`src/rtl/demux_12_pkg.sv`:
```
// demux_12_pkg: shared widths, select encoding and FIFO depth for the demux_12 slice
package demux_12_pkg;
  localparam int DATA_W_DEF = 8;
  localparam int CNT_W_DEF  = 16;
  localparam int FIFO_DEPTH = 2;
  typedef enum logic {
    SEL_A = 1'b0,
    SEL_B = 1'b1
  } sel_e;
endpackage

```
`src/rtl/demux_12_fifo2.sv`:
```
// demux_12_fifo2: 2-entry valid/ready FIFO; readiness comes from registered occupancy only
module demux_12_fifo2
  import demux_12_pkg::*;
#(
  parameter int W = DATA_W_DEF
) (
  input  logic         clk,
  input  logic         rst_n,
  input  logic [W-1:0] push_data,
  input  logic         push_valid,
  output logic         push_ready,
  output logic [W-1:0] pop_data,
  output logic         pop_valid,
  input  logic         pop_ready
);
  localparam logic [1:0] DEPTH = 2'(FIFO_DEPTH);
  logic [1:0]   cnt_q, cnt_d;
  logic         wr_q, wr_d, rd_q, rd_d;
  logic [W-1:0] mem_q [FIFO_DEPTH];
  logic [W-1:0] mem_d [FIFO_DEPTH];
  logic         push, pop;
  assign push_ready = cnt_q != DEPTH;
  assign pop_valid  = cnt_q != 2'd0;
  assign pop_data   = pop_valid ? mem_q[rd_q] : '0;
  assign push       = push_valid && push_ready;
  assign pop        = pop_valid && pop_ready;
  // next-state: write at wr pointer, advance pointers, net occupancy change
  always_comb begin
    mem_d = mem_q;
    if (push) mem_d[wr_q] = push_data;
    wr_d  = wr_q ^ push;
    rd_d  = rd_q ^ pop;
    cnt_d = cnt_q + {1'b0, push} - {1'b0, pop};
  end
  // state registers; reset discards any buffered words
  always_ff @(posedge clk or negedge rst_n) begin
    if (!rst_n) begin
      cnt_q    <= '0;
      wr_q     <= 1'b0;
      rd_q     <= 1'b0;
      mem_q[0] <= '0;
      mem_q[1] <= '0;
    end else begin
      cnt_q <= cnt_d;
      wr_q  <= wr_d;
      rd_q  <= rd_d;
      mem_q <= mem_d;
    end
  end
endmodule

```
`src/rtl/demux_12.sv`:
```
// demux_12: 1-to-2 stream demux with a 2-entry FIFO per output; DEMUX_12_COUNT_EN adds transfer counters
module demux_12
  import demux_12_pkg::*;
#(
  parameter int DATA_W = DATA_W_DEF,
  parameter int CNT_W  = CNT_W_DEF
) (
  input  logic              clk,
  input  logic              rst_n,
  input  logic [DATA_W-1:0] y_in,
  input  logic              y_valid_in,
  input  logic              sel_in,
  output logic              y_ready_out,
  output logic [DATA_W-1:0] a_out,
  output logic              a_valid_out,
  input  logic              a_ready_in,
  output logic [DATA_W-1:0] b_out,
  output logic              b_valid_out,
  input  logic              b_ready_in
`ifdef DEMUX_12_COUNT_EN
  ,
  output logic [CNT_W-1:0]  a_cnt_out,
  output logic [CNT_W-1:0]  b_cnt_out
`endif
);
  if (CNT_W < 1) begin : g_bad_cnt_w
    $error("CNT_W must be at least 1");
  end
  sel_e sel;
  logic a_push_ready, b_push_ready;
  assign sel         = sel_e'(sel_in);
  assign y_ready_out = (sel == SEL_B) ? b_push_ready : a_push_ready;
  demux_12_fifo2 #(.W(DATA_W)) u_fifo_a (
    .clk       (clk),
    .rst_n     (rst_n),
    .push_data (y_in),
    .push_valid(y_valid_in && sel == SEL_A),
    .push_ready(a_push_ready),
    .pop_data  (a_out),
    .pop_valid (a_valid_out),
    .pop_ready (a_ready_in)
  );
  demux_12_fifo2 #(.W(DATA_W)) u_fifo_b (
    .clk       (clk),
    .rst_n     (rst_n),
    .push_data (y_in),
    .push_valid(y_valid_in && sel == SEL_B),
    .push_ready(b_push_ready),
    .pop_data  (b_out),
    .pop_valid (b_valid_out),
    .pop_ready (b_ready_in)
  );
`ifdef DEMUX_12_COUNT_EN
  logic [CNT_W-1:0] a_cnt_q, a_cnt_d, b_cnt_q, b_cnt_d;
  assign a_cnt_out = a_cnt_q;
  assign b_cnt_out = b_cnt_q;
  // count completed output handshakes; natural wrap at 2^CNT_W
  always_comb begin
    a_cnt_d = a_cnt_q + CNT_W'(a_valid_out && a_ready_in);
    b_cnt_d = b_cnt_q + CNT_W'(b_valid_out && b_ready_in);
  end
  // counter registers
  always_ff @(posedge clk or negedge rst_n) begin
    if (!rst_n) begin
      a_cnt_q <= '0;
      b_cnt_q <= '0;
    end else begin
      a_cnt_q <= a_cnt_d;
      b_cnt_q <= b_cnt_d;
    end
  end
`endif
endmodule

```
`config.mk`:
```
export PLATFORM = sky130hd
export DESIGN_NAME = demux_12
export DESIGN_NICKNAME = d
export VERILOG_FILES = /design/src/rtl/demux_12_pkg.sv /design/src/rtl/demux_12_fifo2.sv /design/src/rtl/demux_12.sv
export SDC_FILE = /design/constraint.sdc
export NUM_CORES = 1
export LEC_CHECK = 0
export CORE_AREA = 4 4 64 71
export CTS_BUF_LIST = sky130_fd_sc_hd__clkbuf_8
export CTS_CLUSTER_DIAMETER = 100
export CTS_CLUSTER_SIZE = 14
export DETAILED_ROUTE_END_ITERATION = 16
export DIE_AREA = 0 0 68 75
export GPL_ROUTABILITY_DRIVEN = 0
export PLACE_DENSITY = 0.8
export SYNTH_ARGS = -nofsm -noshare
export SYNTH_HDL_FRONTEND = slang
export SYNTH_SLANG_ARGS = --single-unit
```
`constraint.sdc`:
```
create_clock -name clk -period 1.7 [get_ports clk]
set_input_delay 0.255 -clock clk [delete_from_list [all_inputs] [get_ports clk]]
set_output_delay 0.255 -clock clk [all_outputs]
set_load 0.03 [all_outputs]
```
==> impl_results.md <==
* Initial core utilization at 0.521
* Final wirelength at 4.02 mm
* Logic pwr share at 0.546
* Vias in the first global route at approximately 1300
* Core box area at 3900 um2
* Clock slew at reported path FFs at 0.08 ns
* Iter 0 DRT Violations at 67
* Cts hold-fix bufs at 0
* Async SR Flop Fraction at 1.00
* Crit-path max FO at 8
* CTS Buffer Depth at 2
* WP data required at about 1.9 ns
* Tot Pwr at ~0.0056 W
* Worst-Margin Slew at 0.506 ns
* Die span in y at 75 um
* Nets at 213
* Worst r2r dst: u_fifo_a.mem_q[2]
* CP endpoint kind: flip-flop
* Commonest register cell after synthesis: dfrtp_1
* Reg2Reg Setup Slack at about 0.073 ns
* Clock share of power at 0.113
* Register area share after synthesis at 0.492
* Post-Syn Instances at 146
* Final number of hold-violating endpoints at 0
* Port bufs at 32
* Status: finished, final reports clean
* Post-synth EDFFs at 0
* Via count at 1231
* Clock latency on the worst-skew pair at approximately 0.30 ns
* Overflow after GRT at 0
* Slew headroom at 0.662
* Pre-Repair DR Iteration Count at 4
* GRT Resource Usage Total at 0.182
* Sw frac at 0.412
* Final WS setup at 0.0731 ns
* Syn nets at 168
* Inserted Diodes at 0
* VDD IR-drop max at 0.000953 V
* Period utilization at 0.957
* YS warnings at 0
* # fillers at 293
* Post-route antenna net violation count at 0
* Leakage power at 1.25 nW
* Cell Pwr Density at 2200 nW/um2
* Distinct cells, synth at 15
* Seq pwr share at 0.342
* Power Internal at between 0.003 and 0.004 W
* Post-route clock skew at 0.00871 ns
* Top cell type by total area after synthesis: dfrtp_1
* Critical path launch point type: flip-flop
* Worst flop-to-flop path startpoint: u_fifo_a.cnt_q[0]
* Routed len/inst at roughly 16 um
* Initial antenna violation count at 0
* Unrepaired setup endpoints after global routing: yes
* Post-Syn Area at 2040 um2
* Postcts setup bufs at 0
* Proportion of layout cells with a drive suffix above 1 at 0.417
* Vias per cell at 5.05
* Fmax achieved at 615 MHz
* Yosys top cell area share at 0.492
* Commonest cells in the netlist: dfrtp_1 (40), mux2_4 (32), mux2i_1 (16), nor2_1 (16), inv_1 (13)
* # DRC at 0
* Multi-input logic area at 926 um2
* Register area at 1010 um2
* CTS tree: done
* Hpwl dp at a little under 3 mm
* Chip Width at 68 um
* # rows at 24
* Endpoints failing setup at 0
* Top-Level Pins at 33
* Max-slew violation count at 0
* Most common cell in the netlist: dfrtp_1
* # H-tree levels at 2
* Clk sinks at 40
* Critical Path AT at 1.81 ns
* First-pass GRT wire length at around 6.7 mm
* R2R depth at 5
* Hold WC Path Type: input port to asynchronous set/reset pin
* Crit Path Class: flip-flop to flip-flop
* Max Cap Viol at 0
* Setup WS pre-CTS at -0.210 ns
* NetSw at roughly 0.0023 W
* Ranking of synthesized cells by area: dfrtp_1 (49%), mux2_4 (24%), mux2i_1 (7.9%)
* Area Growth Syn to Fin at 24.3%
* Pin count of the biggest net entering global routing at 41
* Num CTS Buffers at 5
* Synth Register Bits at 40
* Clock Tree Root: clkbuf_8
* Die Footprint at approximately 5100 um2
* Post-route minimum period at 1.63 ns
* Syn_area_per_cell at approximately 14 um2
## area by class of cell
cell class                      count  area share
Tap cell                           52      0.0257
Sequential cell                    40       0.397
Clock inverter                      3     0.00741
Multi-Input combinational cell     87       0.366
Clock buffer                        5      0.0272
Inverter                           13      0.0193
Timing Repair Buffer               44       0.157
## per-layer routing
| metal | vias up | track usage | routed length, um |
|---|---|---|---|
| met2 | 33 | 0.293 | 1930 |
| met1 | 615 | 0.234 | 1790 |
| met3 | 5 | 0.0537 | 243 |
| li1 | 578 | - | - |
| met5 | - | 0 | 0 |
| met4 | 0 | 0.0596 | 54 |
## sequential cells by signal (all words and copies together) (netlist names)
| register | flops |
|---|---|
| u_fifo_b.mem_q | 16 |
| u_fifo_b.wr_q | 1 |
| u_fifo_a.rd_q | 1 |
| u_fifo_b.rd_q | 1 |
| u_fifo_a.cnt_q | 2 |
| u_fifo_a.wr_q | 1 |
| u_fifo_b.cnt_q | 2 |
| u_fifo_a.mem_q | 16 |
## power groups by stage
stage / logic [W] / registers [W] / clock network, W
2_1_floorplan: 0.00226 / 0.00169 / 0
3_3_place_gp: 0.00295 / 0.00185 / 0
3_5_place_dp: 0.00307 / 0.00190 / 0
4_1_cts: 0.00307 / 0.00189 / 0.000650
5_1_grt: 0.00326 / 0.00197 / 0.000688
6_report: 0.00304 / 0.00190 / 0.000628
## metrics by stage
step                TNS [ns]  hold slack [ns]  instances  utilization  area (um2)
floorplan                  0          -0.0406        146            -        2040
global placement       -5.19            0.327        236        0.623        2430
detailed placement     -6.38            0.346        236        0.623        2430
CTS                        0           0.0203        244        0.646        2520
global route        -0.00611           0.0450        244        0.648        2530
finish                     0           0.0111        244        0.648        2530
## cell usage in the layout, fill, tap and decap left out, drive strengths merged
| master | Yosys | final |
|---|---|---|
| dfrtp | 40 | 40 |
| mux2 | 32 | 32 |
| buf | 6 | 30 |
| nor2 | 18 | 18 |
| mux2i | 16 | 16 |
| inv | 13 | 13 |
| clkdlybuf4s50 | 0 | 12 |
| ha | 8 | 8 |
| xnor2 | 6 | 6 |
| clkbuf | 0 | 5 |
| clkinv | 0 | 3 |
| o21ai | 2 | 2 |
| dlygate4sd2 | 0 | 2 |
| a211oi | 1 | 1 |
| nand2 | 1 | 1 |
| a21oi | 1 | 1 |
| nor3b | 1 | 1 |
| a31oi | 1 | 1 |
## how the worst max path moves through the flow
stage	startpoint	endpoint	slack (ns)	cells after the start
floorplan	u_fifo_a.cnt_q[1]	u_fifo_a.cnt_q[1]	0.23	7
global placement	y_valid_in	u_fifo_a.mem_q[2]	-0.18	6
detailed placement	sel_in	u_fifo_b.mem_q[0]	-0.21	6
CTS	u_fifo_b.cnt_q[1]	b_out[6]	0.06	4
global route	u_fifo_a.cnt_q[0]	u_fifo_a.mem_q[2]	-0.003	5
finish	u_fifo_a.cnt_q[0]	u_fifo_a.mem_q[2]	0.07	5
## what timing repair did
| action | in CTS | in global routing |
|---|---|---|
| endpoints found under the setup margin | 9 | 4 |
| hold endpoints to repair | 0 | 0 |
| resized for setup | 4 | 3 |
## worst max-delay path, cell delays in order, from the launching register on
cell,delay [ns]
dfrtp_1,0.42
inv_1,0.09
a211oi_2,0.29
ha_1,0.26
buf_12,0.15
mux2_4,0.30
## cells by family after synthesis
| group | count (synthesis) | share of synthesized area |
|---|---|---|
| AO/OA/AOI/OAI | 5 | 0.0203 |
| XOR/XNOR | 6 | 0.0258 |
| adder cells (fa/ha/maj) | 8 | 0.0492 |
| buffers and inverters | 19 | 0.0572 |
| flip-flops | 40 | 0.492 |
| multiplexers | 48 | 0.315 |
| AND/OR/NAND/NOR | 20 | 0.0412 |
Note: power is estimated with default switching activity, not from simulation.
